[config.mk]
export PLATFORM = sky130hd
export DESIGN_NAME = alu_operand_sequencer
export DESIGN_NICKNAME = d
export VERILOG_FILES = /design/src/rtl/alu_operand_sequencer.sv
export SDC_FILE = /design/constraint.sdc
export NUM_CORES = 1
export LEC_CHECK = 0
export BUFFER_PORTS_ARGS = -buffer_cell sky130_fd_sc_hd__buf_2
export CAP_MARGIN = 25
export CORE_MARGIN = 1.5
export CORE_UTILIZATION = 30
export DETAILED_ROUTE_END_ITERATION = 8
export PLACE_DENSITY = 0.65
export REMOVE_ABC_BUFFERS = 1
export SLEW_MARGIN = 20
export SYNTH_ARGS = -nofsm -noshare
export SYNTH_HDL_FRONTEND = slang
export SYNTH_SLANG_ARGS = --single-unit
[constraint.sdc]
create_clock -name clk -period 1.2 [get_ports clk]
set_clock_uncertainty 0.05 [all_clocks]
set_input_delay 0.36 -clock clk [delete_from_list [all_inputs] [get_ports clk]]
set_output_delay 0.36 -clock clk [all_outputs]
set_load 0.005 [all_outputs]
[src/rtl/alu_operand_sequencer.sv]
// Front-end sequencer for the 3-bit ALU: collects A, B and opcode from one shared bus,
// waits EXEC_LATENCY cycles, then registers the selected unit result until acknowledged.
module alu_operand_sequencer #(
    parameter int unsigned EXEC_LATENCY = 1
) (
    input  logic       clk,
    input  logic       rst_n,
    input  logic [2:0] data_in,
    input  logic       load,
    input  logic       result_ack,
    input  logic [2:0] add_sum,
    input  logic       add_carry,
    input  logic [2:0] or_res,
    input  logic [2:0] and_res,
    input  logic [2:0] xor_res,
    output logic [2:0] op_a,
    output logic [2:0] op_b,
    output logic [3:0] result,
    output logic       result_valid,
    output logic       op_err,
    output logic       busy,
    output logic [1:0] expect_code
);

    typedef enum logic [2:0] {
        S_LOAD_A,
        S_LOAD_B,
        S_LOAD_OP,
        S_WAIT,
        S_DONE
    } state_t;

    localparam logic [2:0] LAST_COUNT = 3'(EXEC_LATENCY - 1);

    state_t     state;
    state_t     state_next;
    logic [2:0] opcode;
    logic [2:0] count;
    logic [3:0] sel_result;
    logic       sel_err;

    // NOTE: state is updated with non-blocking assignments so every register samples pre-edge values.
    always_ff @(posedge clk) begin
        if (!rst_n) state <= S_LOAD_A;
        else        state <= state_next;
    end

    // NOTE: every always_comb output gets a default first; a missed branch would otherwise infer a latch.
    always_comb begin
        state_next = state;
        unique case (state)
            S_LOAD_A:  if (load) state_next = S_LOAD_B;
            S_LOAD_B:  if (load) state_next = S_LOAD_OP;
            S_LOAD_OP: if (load) state_next = S_WAIT;
            S_WAIT:    if (count == LAST_COUNT) state_next = S_DONE;
            S_DONE:    if (result_ack) state_next = S_LOAD_A;
            default:   state_next = S_LOAD_A;
        endcase
    end

    // Reserved opcodes (msb set) force a zero result and flag the error.
    always_comb begin
        sel_result = 4'b0000;
        sel_err    = 1'b0;
        if (opcode[2]) begin
            sel_err = 1'b1;
        end else begin
            unique case (opcode[1:0])
                2'b00:   sel_result = {add_carry, add_sum};
                2'b01:   sel_result = {1'b0, or_res};
                2'b10:   sel_result = {1'b0, and_res};
                default: sel_result = {1'b0, xor_res};
            endcase
        end
    end

    always_ff @(posedge clk) begin
        if (!rst_n) begin
            op_a         <= '0;
            op_b         <= '0;
            opcode       <= '0;
            count        <= '0;
            result       <= '0;
            result_valid <= 1'b0;
            op_err       <= 1'b0;
        end else begin
            unique case (state)
                S_LOAD_A:  if (load) op_a <= data_in;
                S_LOAD_B:  if (load) op_b <= data_in;
                S_LOAD_OP: if (load) begin
                    opcode <= data_in;
                    count  <= '0;
                end
                S_WAIT: begin
                    count <= count + 3'd1;
                    if (count == LAST_COUNT) begin
                        result       <= sel_result;
                        op_err       <= sel_err;
                        result_valid <= 1'b1;
                    end
                end
                S_DONE:  if (result_ack) result_valid <= 1'b0;
                default: ;
            endcase
        end
    end

    assign busy = (state == S_WAIT) || (state == S_DONE);

    always_comb begin
        unique case (state)
            S_LOAD_A:  expect_code = 2'b00;
            S_LOAD_B:  expect_code = 2'b01;
            S_LOAD_OP: expect_code = 2'b10;
            default:   expect_code = 2'b11;
        endcase
    end

endmodule

Yosys cells after proc, flatten, opt, wreduce, memory -nomap -nowiden

Cells that the tools add are included.

Register bits: 21
Input port bits: 20
Output and inout bits: 15
Word-level logic and storage cells: 48

$add $sub $neg: 1
Equal/unequal tests: 11
Reductions and logical operators: 13
Muxes and demuxes: 15

Operator list:

| cell                | number |
|---|---|
| $mux 3              | 6 |
| $pmux 3 s5          | 1 |
| $pmux 4 s3          | 1 |
| $ne 2x2->1 const B  | 5 |
| $reduce_and 2->1    | 5 |
| $eq 3x2->1 const B  | 2 |
| $logic_not 3->1     | 2 |
| $pmux 2 s3          | 1 |
| $pmux 3 s2          | 1 |
| $reduce_and 5->1    | 1 |
| $mux 4              | 1 |
| $reduce_bool 2->1   | 2 |
| $add 3x1->3 const B | 1 |
| $eq 3x1->1 const B  | 1 |
| $eq 3x3->1 const B  | 1 |
| $mux 1              | 3 |
| $reduce_and 3->1    | 1 |
| $eq 2x1->1 const B  | 1 |
| $eq 2x2->1 const B  | 1 |
| $logic_not 2->1     | 1 |
| $pmux 1 s2          | 1 |
| $logic_or 1x1->1    | 1 |

Logic depth before layout (Yosys ltp)

Word-level depth: 3
Depth in mapped cells: 5
Mapped depth without buffers: 5

Worst setup path before layout

Ideal clock, no wire load.

Kind: reg-to-reg
Start: register opcode[0]
End: register result[0]
Arrival: 1.145 ns
Data required time: 1.033 ns
Library setup time: 0.117 ns
Period minus slack after synthesis: 1.313 ns
Buffers on the path: 0
Setup slack: -0.113 ns
Cell stages (with the launch flop): 3
Cell sequence: dfxtp_1 mux4_1 a32o_1

Longest elaborated chain between the ends: 3
Elaborated cells between the ends (all ways): 5
Those cells by class: 2 x eq/ne; 2 x mux; 1 x reduce/logical

Ends and longest elaborated chain:

| item                               | RTL line | text |
|---|---|---|
| start, declared                    | 37       | `logic [2:0] opcode;` |
| start signal, assigned             | 91       | `opcode <= data_in;` |
| $eq 2x2->1 (tied with other cells) | 68       | `unique case (opcode[1:0])` |
| $pmux 4 s3 (*)                     | 68       |  |
| $mux 4 (*)                         | 65       | `if (opcode[2]) begin` |
| end signal, assigned               | 97       | `result <= sel_result;` |
| end, declared                      | 18       | `output logic [3:0] result,` |

Mark *: on every way between the ends. The rest lies on a longest branch, timed or not.
A chain may end at the register's enable or synchronous reset.

Worst setup path in the final report

Start: register state[1]
End: output port busy

Longest elaborated chain between the ends: 2
Elaborated cells between the ends (all ways): 3
Those cells by class: 2 x eq/ne; 1 x reduce/logical

Ends and longest elaborated chain:

| item                                            | RTL line | text |
|---|---|---|
| start, declared                                 | 35       | `state_t state;` |
| start signal, assigned                          | 45       | `else state <= state_next;` |
| $eq 3x2->1 / $eq 3x3->1 (equally long branches) | 108      | `assign busy = (state == S_WAIT) \|\| (state == S_DONE);` |
| $logic_or 1x1->1 (*)                            | 108      |  |
| end, declared                                   | 21       | `output logic busy,` |

Marked as above.

==> flow_metrics.tcl <==
set metrics [dict create \
    grt_pass1_vias 916 \
    synthTopCellsByArea "dfxtp_1 41%, mux4_1 7.6%, mux2i_1 5.8%" \
    route.detailed.drc 0 \
    hold_end "opcode[0]" \
    max_freq_mhz 610 \
    holdPathStages 3 \
    worst_slew_pin_slew_ps 339 \
    place_inst 194 \
    drive_gt1_frac 0.750 \
    cp_slowest_stage_delay_ps 390 \
    netlist_area_mm2 0.00103 \
    gr-total-overflow 0 \
    synth_top_cell_by_area "dfxtp_1" \
    hp-class "input port to register" \
    synthCells 101 \
    portBuffers 34 \
    finish.instance_area_mm2 0.00173 \
    power.leakage_nw 0.751 \
    synth-edff-count 0 \
    cts.clk_slew.worst_paths_ps 120 \
    grt_usage 0.145 \
    cts_tree "done" \
    post-place-ws_ps -151 \
    clk_latency_ps 320 \
    ys_ff_latch 21 \
    status "complete, but fails checks" \
    yosysUniqueCellTypes 32 \
    ys_seq_area_frac 0.407 \
    dpl_cell_area_mm2 0.00137 \
    power.total_mw 1.38 \
    drv_slew 0 \
    drt_first_pass_iters 4 \
    worstPathRequired_ps 790 \
    timing.rr.start "state[1]" \
    cts_buffer_depth 2 \
    cp_slowest_cell "or3b_1" \
    yosys-top-cells-count "21 x dfxtp_1, 11 x nand2_1, 10 x a21oi_1" \
    vias_per_cell 4.71 \
    start_util 0.312 \
    utilization 0.522 \
    syn_avg_cell_area_um2 10.2 \
    rsz0062_at_grt "yes" \
    setup.worst_path.end_class "output pin" \
    synthArstFlopShare 0 \
    slew-limit-headroom 0.773 \
    critPathKind "register to output pin" \
    cts_num_sinks 21 \
    post-synth-top-count-cell "dfxtp_1" \
    reg2regPathDepth 5 \
    cts_root_buf "clkbuf_4" \
    fin_ws_ps -440 \
    final_hold_viol_count 0 \
    hold_ws_ps 239 \
    antenna_found_initial 0 \
    place_congestion 0.691 \
    wl_per_cell_um 13.7 \
    ff2ff_setup_slack_ps -230 \
    grt_max_degree 16 \
    grt_pass1_wl_um 4040 \
    area_delta_synth_final_pct 67.3 \
    critPathTopFamily "simple AND/OR/NAND/NOR gates" \
    ir_drop_v 0.000508 \
    die_w_um 61.7 \
    path_depth 3 \
    critical_path.max_fanout 2 \
    nets 183 \
    min-delay-start "data_in[0]" \
    ios 35 \
    arrival_ps 1230 \
    drt-initial-drc-count 28 \
    p_per_area_mw_per_mm2 795 \
    die_h_um 61.7 \
    cts_max_level 1 \
    rows 21 \
    post-route-min-period_ps 1640 \
    fin_cells 206 \
    yosys_warnings 0 \
    vias 971 \
    violations "negative setup slack" \
    maxCapViolCount 0 \
    netlist.area_leader.share 0.407 \
    path_buf_inv 1 \
    routed_wl_um 2820 \
    dp_hpwl_um 1930 \
    synth_flop_cell "dfxtp_1" \
    fin_crit_sh 1.37 \
    setup_viol 23 \
    numCtsBuffers 3 \
    n_antenna_cell 0 \
    antenna_left 0 \
    fin_setup_tns_ps -3520 \
    die_area_mm2 0.00381 \
    cp-start-kind "register" \
    crit_chain "or3b_1 -> nand2_1 -> buf_2" \
    core_mm2 0.00331 \
    rr_endpoint "op_a[1]" \
]
-- cells in the final DEF, fill, tap and decap left out, types with 2 or more instances in the layout --
cell type | Yosys | layout
nand2_2 | 1 | 5
buf_12 | 0 | 2
or2_4 | 0 | 2
nor2_1 | 7 | 7
dfxtp_2 | 0 | 16
buf_6 | 1 | 16
buf_2 | 1 | 26
clkbuf_4 | 0 | 3
inv_1 | 5 | 3
dfxtp_4 | 0 | 2
nand2_1 | 11 | 6
a32o_1 | 3 | 3
buf_4 | 1 | 14
nand3_1 | 4 | 2
dfxtp_1 | 21 | 3
nand2b_4 | 0 | 2
a21oi_2 | 0 | 9
o21ai_1 | 0 | 2
mux2i_1 | 6 | 6
mux4_2 | 0 | 3
inv_2 | 0 | 2
-- final cells by class --
type / count / area (um2)
timing repair buffer: 59 / 470
multi-input combinational: 71 / 707
fill: 303 / 1580
inverter: 5 / 18.8
clock inverter: 1 / 5.00
clock buffer: 3 / 22.5
sequential: 21 / 448
tap: 46 / 57.6
-- power by group --
part	switching (mW)	internal, mW	total (mW)	leakage (nW)
registers	0.0180	0.719	0.737	0.179
logic	0.117	0.164	0.281	0.554
clock network	0.233	0.125	0.358	0.0177
-- cells by family (layout without fill, tap and decap cells) --
kind of cell,Yosys count,count (layout),share of synthesized area
AO/OA/AOI/OAI,18,18,0.111
XOR/XNOR,1,1,0.00848
adder cells (fa/ha/maj),2,2,0.0242
buffers and inverters,9,68,0.0448
flip-flops,21,21,0.407
multiplexers,9,9,0.134
AND/OR/NAND/NOR,41,41,0.270
-- worst max-delay path by stage --
| stage | from | endpoint | slack, ps |
|---|---|---|---|
| floorplan | state[2] | busy | -120 |
| global placement | or_res[0] | result[0] | -120 |
| detailed placement | opcode[0] | result[2] | -150 |
| CTS | state[1] | busy | -430 |
| global route | state[1] | busy | -470 |
| finish | state[1] | busy | -440 |
-- metal layers --
layer / wire, um / track usage / up-vias
met3: 115 / 0.0435 / 4
met2: 1540 / 0.245 / 25
met5: 0 / 0 / -
met4: 34 / 0.0486 / 0
met1: 1140 / 0.178 / 462
li1: - / - / 480
-- sequential cells by signal, summed over array words and instances (netlist names) --
register	cells
op_a	3
result_valid	1
opcode	3
op_err	1
count	3
result	4
op_b	3
state	3
-- worst register-to-register path, cell delays in order, from the launching register on --
cell,delay (ps)
dfxtp_4,360
buf_6,130
buf_8,130
nor4b_4,380
mux2i_1,230
nor2_1,60
-- what timing repair did --
action | 4_1_cts | 5_1_grt
gates resized for setup | 34 | 46
hold buffers | 0 | 0
hold endpoints to repair | 0 | 0
cloned | 0 | 0
pin swaps | 11 | 22
setup endpoints to repair | 26 | 35
buffers inserted | 2 | 7
Note: power is estimated with default switching activity, not from simulation.
